[src/rtl/mdu_unit.sv]
// Iterative 32-bit multiply/divide unit owning HI/LO; MULT/DIV take 33 edges from start to HI/LO update.
// Latency 33 cycles for mult/div, 1 for MTHI/MTLO; start while busy is ignored, abort cancels in-flight work.
module mdu_unit #(
    parameter int WIDTH = 32,
    parameter int ITER  = 32
) (
    input  logic             clk,
    input  logic             reset,
    input  logic [WIDTH-1:0] A,
    input  logic [WIDTH-1:0] B,
    input  logic [2:0]       op,
    input  logic             start,
    input  logic             abort,
    output logic             busy,
    output logic             done,
    output logic [WIDTH-1:0] hi,
    output logic [WIDTH-1:0] lo
);
    localparam logic [1:0] S_IDLE = 2'd0;
    localparam logic [1:0] S_MUL  = 2'd1;
    localparam logic [1:0] S_DIV  = 2'd2;
    localparam logic [1:0] S_FIX  = 2'd3;
    localparam int CW = $clog2(ITER + 1);

    logic [1:0]       state;
    logic [CW-1:0]    cnt;
    logic [WIDTH-1:0] acc;      // product high half / partial remainder
    logic [WIDTH-1:0] q;        // multiplier / dividend-quotient shift register
    logic [WIDTH-1:0] ma;       // multiplicand or divisor magnitude
    logic [WIDTH-1:0] a_raw;
    logic             sa, sb, is_div, dz;
    logic [WIDTH-1:0] hi_r, lo_r;
    logic             done_r;

    logic             op_mul, op_div, op_sgn;
    logic [WIDTH-1:0] a_mag, b_mag;
    logic [WIDTH:0]   mul_sum;
    logic [WIDTH:0]   div_sh;
    logic             div_ge;
    logic [2*WIDTH-1:0] prod_f;
    logic [WIDTH-1:0] quo_f, rem_f;

    always_comb begin
        op_mul  = (op == 3'b001) || (op == 3'b010);
        op_div  = (op == 3'b011) || (op == 3'b100);
        op_sgn  = (op == 3'b001) || (op == 3'b011);
        a_mag   = (op_sgn && A[WIDTH-1]) ? (~A + 1'b1) : A;
        b_mag   = (op_sgn && B[WIDTH-1]) ? (~B + 1'b1) : B;
        mul_sum = {1'b0, acc} + (q[0] ? {1'b0, ma} : '0);
        div_sh  = {acc, q[WIDTH-1]};
        div_ge  = div_sh >= {1'b0, ma};
        prod_f  = (sa ^ sb) ? (~{acc, q} + 1'b1) : {acc, q};
        quo_f   = (sa ^ sb) ? (~q + 1'b1) : q;
        rem_f   = sa ? (~acc + 1'b1) : acc;
    end

    always_ff @(posedge clk or posedge reset) begin
        if (reset) begin
            state  <= S_IDLE;
            cnt    <= '0;
            acc    <= '0;
            q      <= '0;
            ma     <= '0;
            a_raw  <= '0;
            sa     <= 1'b0;
            sb     <= 1'b0;
            is_div <= 1'b0;
            dz     <= 1'b0;
            hi_r   <= '0;
            lo_r   <= '0;
            done_r <= 1'b0;
        end else begin
            done_r <= 1'b0;
            case (state)
                S_IDLE: begin
                    // a flush in the same cycle also kills a newly issued op
                    if (start && !abort) begin
                        if (op_mul || op_div) begin
                            acc    <= '0;
                            ma     <= op_mul ? a_mag : b_mag;
                            q      <= op_mul ? b_mag : a_mag;
                            a_raw  <= A;
                            sa     <= op_sgn && A[WIDTH-1];
                            sb     <= op_sgn && B[WIDTH-1];
                            is_div <= op_div;
                            dz     <= op_div && (B == '0);
                            cnt    <= CW'(ITER);
                            state  <= op_mul ? S_MUL : S_DIV;
                        end else if (op == 3'b101) begin
                            hi_r <= A;
                        end else if (op == 3'b110) begin
                            lo_r <= A;
                        end
                    end
                end
                S_MUL: begin
                    if (abort) begin
                        state <= S_IDLE;
                    end else begin
                        acc <= mul_sum[WIDTH:1];
                        q   <= {mul_sum[0], q[WIDTH-1:1]};
                        cnt <= cnt - 1'b1;
                        if (cnt == CW'(1)) state <= S_FIX;
                    end
                end
                S_DIV: begin
                    if (abort) begin
                        state <= S_IDLE;
                    end else begin
                        acc <= div_ge ? (div_sh[WIDTH-1:0] - ma) : div_sh[WIDTH-1:0];
                        q   <= {q[WIDTH-2:0], div_ge};
                        cnt <= cnt - 1'b1;
                        if (cnt == CW'(1)) state <= S_FIX;
                    end
                end
                default: begin
                    if (!abort) begin
                        if (dz) begin
                            hi_r <= a_raw;
                            lo_r <= '1;
                        end else if (is_div) begin
                            hi_r <= rem_f;
                            lo_r <= quo_f;
                        end else begin
                            hi_r <= prod_f[2*WIDTH-1:WIDTH];
                            lo_r <= prod_f[WIDTH-1:0];
                        end
                        done_r <= 1'b1;
                    end
                    state <= S_IDLE;
                end
            endcase
        end
    end

    assign busy = (state != S_IDLE);
    assign done = done_r;
    assign hi   = hi_r;
    assign lo   = lo_r;
endmodule

[config.mk]
export PLATFORM = sky130hd
export DESIGN_NAME = mdu_unit
export DESIGN_NICKNAME = d
export VERILOG_FILES = /design/src/rtl/mdu_unit.sv
export SDC_FILE = /design/constraint.sdc
export NUM_CORES = 1
export LEC_CHECK = 0
export BUFFER_PORTS_ARGS = -buffer_cell sky130_fd_sc_hd__buf_4
export CAP_MARGIN = 10
export CORE_UTILIZATION = 55
export CTS_CLUSTER_DIAMETER = 60
export DETAILED_ROUTE_END_ITERATION = 8
export GPL_TIMING_DRIVEN = 0
export MAX_ROUTING_LAYER = met4
export PLACE_DENSITY = 0.74
export SYNTH_ARGS = -nofsm -noshare
export SYNTH_HDL_FRONTEND = slang
export SYNTH_SLANG_ARGS = --single-unit
[constraint.sdc]
create_clock -name clk -period 17.7 [get_ports clk]
set_clock_uncertainty 0.05 [all_clocks]
set_input_delay 0.885 -clock clk [delete_from_list [all_inputs] [get_ports clk]]
set_output_delay 0.885 -clock clk [all_outputs]
set_load 0.05 [all_outputs]
==> summary.txt, run 1 <==
Clock tree
  • Clk buf depth: 3
  • # Post-CTS Setup Buffers: 0
  • Clock sinks: 205
  • Hold-fix buffers, CTS: 0
  • CTS tree: built
  • Root cell of the clock tree: clkbuf_16
  • Worst-skew pair later-pin latency: 0.55 ns
  • Htree depth: 1
  • Clock slew at reported path FFs: 0.06 ns
  • Post-CTS sizing: 0
  • Num CTS Buffers: 27

Worst hold path
  • Hold Path Class: input pin to asynchronous set/reset pin

Critical path
  • Cell family with most CP delay: simple AND/OR/NAND/NOR gates
  • CP Buf/Inv Count: 4
  • Worst R2R Path Depth: 13
  • Max stage delay on crit path: 0.66 ns
  • Worst-path cell chain: clkbuf_1 > inv_1 > clkbuf_1 > ha_1 > inv_1 > nor4_4 > nand2_1 > nor4_4 > or3_1 > nand3_1 > o31ai_2 > xor2_1 > a21oi_1
  • CP Depth: 13
  • Worst Path Required: 18.05 ns
  • Crit path capture type: flip-flop
  • Crit path DAT: 5.00 ns
  • Startpoint Class: flip-flop
  • Crit path kind: flip-flop to flip-flop
  • CP max FO: 10
  • CP max stage cell: nor4_4

Synthesis
  • EDFF count, synth: 0
  • Avg Cell Area, Syn: 7.89 µm²
  • Main combinational cell family by area after synthesis: compound AO/OA/AOI/OAI gates
  • Async S/R FF share, synth: 100%
  • Mapped Cells: 2092
  • Syn. warnings: 0
  • Top_reg_cell synth: dfrtp_1
  • Post-synthesis compound-gate area fraction: 26.7%
  • Synth Area in XOR/XNOR: 9.56%
  • Post-synthesis simple-gate area fraction: 19.2%
  • Yosys reg bits: 205
  • Syn_nets: 2239
  • Synthesized area: 0.0165 mm²
  • Cell variety after synth: 74
  • Multiplexer share of the synthesized area: 2.51%
  • Adder-cell share of the synthesized area: 5.86%
  • Seq/Total Area, Yosys: 31.1%

Floorplan
  • Num ports: 137
  • Die height: 175 µm
  • Die X: 175 µm
  • Die area: 0.0307 mm²
  • Site Rows: 63
  • Core ar.: 0.0296 mm²
  • Initial Utilization: 55.8%

Global route
  • All-layer global routing usage: 44.2%
  • Largest net degree at the start of global routing: 128
  • First-pass GRT wire length: 99400 µm
  • GRT overflow: 0
  • Initial antenna violation count: 1
  • Vias in the first global route: 16.5k

Detailed routing
  • Routed vias: 17.8k
  • Post-route ant nets: 0
  • Wirelength per Cell: 25.0 µm
  • # DRC: 0
  • Router iterations before antenna repair: 6
  • Vias per Instance: 6.69
  • Post-Route WL: 66500 µm
  • DR iter-0 viols: 2094

STA
  • Max transition margin: 28.6%
  • Unrepaired setup endpoints after global routing: no
  • Period minus WS final: 4.65 ns
  • Setup Viol. Count Final: 0
  • Final Hold Viols: 0
  • Slew @ Worst Pin: 1.07 ns
  • Fin crit share: 26.3%
  • Max Fclk: 215 MHz
  • Setup TNS: 0 ns
  • Max-slew violation count: 0

Cells and area
  • Share of layout cells above drive strength 1: 10.5%
  • Commonest cells after routing, fill and taps aside: nand2_1, o21ai_0, nor2_1, dfrtp_1, a21oi_1
  • Commonest non-fill, non-tap cell in the layout: nand2_1
  • # nets final: 2398
  • Area grow syn2layout: 14.1%

Power and ir drop
  • Cell Pwr Density: 189 mW/mm²
  • Power Total: 3550 µW
  • Leak pwr: 0.00821 µW
  • Worst vdd ir: 0.147 mV

Placed design
  • GP Congestion: 1.02
  • Port bufs: 129
  • DPL Wire Length: 51900 µm

Status
  • Status: finished clean

Job
  • Max Cap Viol: 0
[metal layers]
layer	share of wire (%)	GRT usage (%)	wire length [µm]	vias up
li1	-	-	-	7906
met1	41	59.0	27300	8553
met2	43	64.9	28400	1144
met3	12	9.75	7790	198
met4	4.6	17.6	3040	0
met5	0	-	0	-
[stage by stage]
step / setup slack [ns] / util, % / instance area [µm²] / hold WS (ns) / instances
floorplan: 11.17 / - / 16500 / 0.400 / 2092
global placement: 8.84 / 60.7 / 18000 / 0.415 / 2611
detailed placement: 13.18 / 60.9 / 18000 / 0.422 / 2612
CTS: 13.18 / 63.7 / 18800 / 0.381 / 2659
global route: 12.99 / 63.7 / 18800 / 0.410 / 2660
finish: 13.05 / 63.7 / 18800 / 0.361 / 2660
[registers in the layout, indices dropped and copies added, names as in the netlist, 2 cells and up]
name	count
ma	32
q	32
a_raw	32
hi	32
acc	32
state	2
cnt	6
lo	32
[cell families (layout without fill, tap and decap cells)]
family | Yosys count | count (layout)
compound gates | 703 | 703
mux | 38 | 38
fa+ha+maj | 76 | 76
simple gates | 671 | 671
flops | 205 | 205
buf+inv | 219 | 396
xor+xnor | 180 | 180
other cells | 0 | 1
[area by class of cell]
| class | instances | area, µm² |
|---|---|---|
| antenna | 1 | 2.50 |
| inverter | 74 | 285 |
| clock inverter | 11 | 77.6 |
| sequential | 205 | 5130 |
| timing repair buffer | 130 | 996 |
| multi-input combinational | 1668 | 10500 |
| buffer | 145 | 577 |
| tap | 390 | 488 |
| fill | 2680 | 10700 |
| clock buffer | 36 | 749 |
[power by group]
part           switching, µW  internal (µW)
clock                    223            297
sequential               177            667
combinational           1480            705
[worst paths after layout]
kind | start | endpoint | slack, ns
min in group clk | ma[9] | ma[9] | 0.43
max | q[0] | hi[14] | 13.05
max reg2reg | q[0] | hi[14] | 13.05
min | reset | hi[19] | 0.36
min reg2reg | ma[9] | ma[9] | 0.43
max in group asynchronous | reset | q[2] | 16.14
[synthesized netlist by cell type (all sizes together) (5+ instances only)]
| cell | count | area share (%) |
|---|---|---|
| nand2 | 228 | 5.2 |
| nand3 | 25 | 0.76 |
| dfrtp | 205 | 31 |
| and2 | 9 | 0.34 |
| inv | 73 | 1.7 |
| o21ai | 224 | 6.8 |
| ha | 74 | 5.6 |
| nand4 | 14 | 0.53 |
| a211oi | 13 | 0.59 |
| a22o | 5 | 0.27 |
| mux2i | 11 | 0.67 |
| nor2 | 211 | 4.8 |
| or4 | 13 | 0.68 |
| a221o | 27 | 1.6 |
| a21oi | 185 | 5.6 |
| or2 | 8 | 0.30 |
| o221ai | 20 | 1.1 |
| nor2b | 13 | 0.49 |
| o21a | 7 | 0.32 |
| nor4 | 24 | 1.2 |
| a221oi | 34 | 1.8 |
| and3 | 16 | 0.61 |
| a21o | 25 | 1.1 |
| o31ai | 37 | 1.7 |
| a31oi | 16 | 0.61 |
| o211ai | 14 | 0.64 |
| o22ai | 31 | 1.2 |
| buf | 18 | 0.60 |
| nand2b | 22 | 0.83 |
| or3 | 21 | 0.80 |
| nor3 | 51 | 1.6 |
| xnor2 | 101 | 5.4 |
| xor2 | 79 | 4.2 |
| a22oi | 23 | 1.0 |
| clkbuf | 127 | 2.9 |
| mux2 | 27 | 1.8 |
| o41ai | 17 | 0.90 |
Note: power is estimated with default switching activity, not from simulation.
==> inputs of run 2 (changes only) <==
--- a/config.mk
+++ b/config.mk
@@ -12,7 +12,7 @@
 export DETAILED_ROUTE_END_ITERATION = 8
 export GPL_TIMING_DRIVEN = 0
 export MAX_ROUTING_LAYER = met4
-export PLACE_DENSITY = 0.74
+export PLACE_DENSITY = 0.77
 export SYNTH_ARGS = -nofsm -noshare
 export SYNTH_HDL_FRONTEND = slang
 export SYNTH_SLANG_ARGS = --single-unit
==> constraint.sdc (replaced) <==
create_clock -name clk -period 3.78 [get_ports clk]
set_clock_uncertainty 0.05 [all_clocks]
set_input_delay 0.189 -clock clk [delete_from_list [all_inputs] [get_ports clk]]
set_output_delay 0.189 -clock clk [all_outputs]
set_load 0.05 [all_outputs]
==> run 2 against run 1 <==
Utilization increased by 2.3 points; non-clock buffer count grew 35; sequential cell count did not move; combinational power increased to 4.7 times the previous value; count of clock-buffer cells in the layout rose by 1; via count is 0.88% higher; critical endpoint is now hi[22]; final cell count up 1.5%.
==> summary.txt, run 2 (same netlist as run 1, synthesis figures left out) <==
Critical path
  • CP max FO: 10
  • Worst Path Required: 4.16 ns
  • Crit path DAT: 4.05 ns
  • Crit path capture type: flip-flop
  • Worst R2R Path Depth: 12
  • Crit path kind: flip-flop to flip-flop
  • Crit path top cell by count: nor4_4
  • CP Launch Point: q[0]
  • Startpoint Class: flip-flop
  • Max stage delay on crit path: 0.48 ns
  • Flop2flop setup slack: 0.11 ns
  • R2R Path Start: q[0]
  • CP max stage cell: dfrtp_2
  • Worst-path cell chain: clkinvlp_4 > buf_2 > ha_1 > inv_1 > nor4_4 > nand2_2 > nor4_4 > buf_4 > nor2_2 > o41ai_1 > xor2_1 > o21ai_0

Global route
  • All-layer global routing usage: 45.1%
  • Initial antenna violation count: 1
  • Largest net degree at the start of global routing: 41
  • First-pass GRT wire length: 101000 µm
  • GRT overflow: 0
  • Vias in the first global route: 16.6k

STA
  • Max transition margin: 36.4%
  • Period minus WS final: 3.67 ns
  • Max-slew violation count: 0
  • Slew @ Worst Pin: 0.952 ns
  • Max Fclk: 272 MHz
  • Setup Viol. Count Final: 0
  • Final Hold Viols: 0
  • Setup TNS: 0 ns
  • Fin crit share: 97.2%
  • Final hold slack: 0.0625 ns

Clock tree
  • Clk buf depth: 3
  • CTS tree: built
  • Root cell of the clock tree: clkbuf_16
  • Clock slew at reported path FFs: 0.06 ns
  • Htree depth: 1
  • Num CTS Buffers: 29
  • Worst-skew pair later-pin latency: 0.56 ns
  • Clock sinks: 205

Detailed routing
  • # DRC: 0
  • Post-Route WL: 68000 µm
  • Routed met1 length: 27800 µm
  • Routed vias: 18.0k
  • Post-route ant nets: 0
  • Met3 routed WL: 8180 µm
  • Router iterations before antenna repair: 6
  • DR iter-0 viols: 2398
  • Wire length on met2: 29000 µm
  • Wirelength per Cell: 25.2 µm
  • Vias per Instance: 6.65
  • Top layer in use: met4

Floorplan
  • Die X: 175 µm
  • Die height: 175 µm
  • Initial Utilization: 55.8%
  • Num ports: 137
  • Site Rows: 63
  • Die area: 0.0307 mm²
  • Core ar.: 0.0296 mm²

Power and ir drop
  • P_int: 8250 µW
  • Comb power frac: 59.9%
  • Cell Pwr Density: 880 mW/mm²
  • Seq pwr share: 23.1%
  • Leak pwr: 0.00852 µW
  • Clock Power Share: 16.9%
  • Switch share: 51.9%
  • Switch Pwr: 8900 µW
  • Worst vdd ir: 0.493 mV

Cells and area
  • Commonest cells after routing, fill and taps aside: nand2_1, o21ai_0, nor2_1, dfrtp_1, a21oi_1
  • FF+latch area: 0.00514 mm²
  • Area grow syn2layout: 18.1%
  • Multi-input logic area: 0.0106 mm²
  • Fillers: 2591
  • Diodes inserted: 0
  • # nets final: 2435
  • Share of layout cells above drive strength 1: 12.2%
  • Post-layout util: 65.9%
  • Commonest non-fill, non-tap cell in the layout: nand2_1

Placed design
  • Port bufs: 129
  • GP Congestion: 1.04
  • DPL Wire Length: 52200 µm

Worst hold path
  • Hold_sp: B[17]
  • Hold Path Stages: 5
  • Hold Path Class: input pin to flip-flop

Status
  • Status: finished clean

Job
  • Max Cap Viol: 0
run 2: cell types whose count changed in the layout (fill, tap and decap cells not counted), moves of 3 or more:
| cell | delta |
|---|---|
| a21oi_1 | -5 |
| buf_12 | +5 |
| dfrtp_1 | -6 |
| dlygate4sd3_1 | +28 |
| dfrtp_2 | +6 |
| buf_4 | +7 |
| bufinv_16 | +4 |
| clkbuf_1 | -9 |
| clkbuf_2 | +3 |
| a21oi_2 | +5 |
run 2: through the flow:
step | cell area, µm² | instances | total power [µW] | worst slack, ns
2_1_floorplan | 16500 | 2092 | 10600 | 0.592
3_3_place_gp | 18000 | 2611 | 13600 | -0.647
3_5_place_dp | 18100 | 2616 | 13700 | -0.660
4_1_cts | 19400 | 2698 | 16700 | 0.0725
5_1_grt | 19500 | 2701 | 18000 | -0.0230
6_report | 19500 | 2701 | 17100 | 0.107
run 2: timing repair:
action / CTS / global route
resized for setup: 16 / 19
pin swaps: 2 / 3
hold buffers: 28 / 0
setup buffers: 2 / 4
hold endpoints to repair: 57 / 0
endpoints found under the setup margin: 50 / 26
run 2: final cells by class:
class	instances	share of cell area [%]
Inverter	74	1.46
Sequential cell	205	26.4
Tap cell	390	2.50
Clock inverter	17	1.12
Buffer	142	2.99
Clock buffer	37	4.08
Multi-Input combinational cell	1668	54.3
Timing Repair Buffer	168	7.15
run 2: path summary, 6_finish.rpt:
check / to
min: ma[17]
min reg2reg: hi[1]
min in group asynchronous: a_raw[19]
max in group asynchronous: lo[25]
max reg2reg: hi[22]
max: hi[22]
run 2: routing by layer:
layer	up-vias	global-route usage, %
met2	1222	65.8
li1	7972	-
met5	-	-
met3	223	9.70
met4	0	17.3
met1	8540	60.9
run 2: worst max-delay path, delay by kind of cell (launching register included):
| family | cells | cell delay [ns] |
|---|---|---|
| AOI/OAI and AO/OA | 2 | 0.55 |
| DFF | 1 | 0.48 |
| buffers and inverters | 4 | 0.82 |
| adders and majority gates | 1 | 0.24 |
| xor gates and xnor gates | 1 | 0.36 |
| and+or+nand+nor | 4 | 1.02 |
run 2: power by group through the flow:
stage / Sequential, µW / Clock [µW] / Combinational [µW]
2_1_floorplan: 4790 / 0 / 5820
3_3_place_gp: 3890 / 0 / 9670
3_5_place_dp: 3920 / 0 / 9820
4_1_cts: 3910 / 2890 / 9940
5_1_grt: 4030 / 2970 / 11000
6_report: 3970 / 2900 / 10300
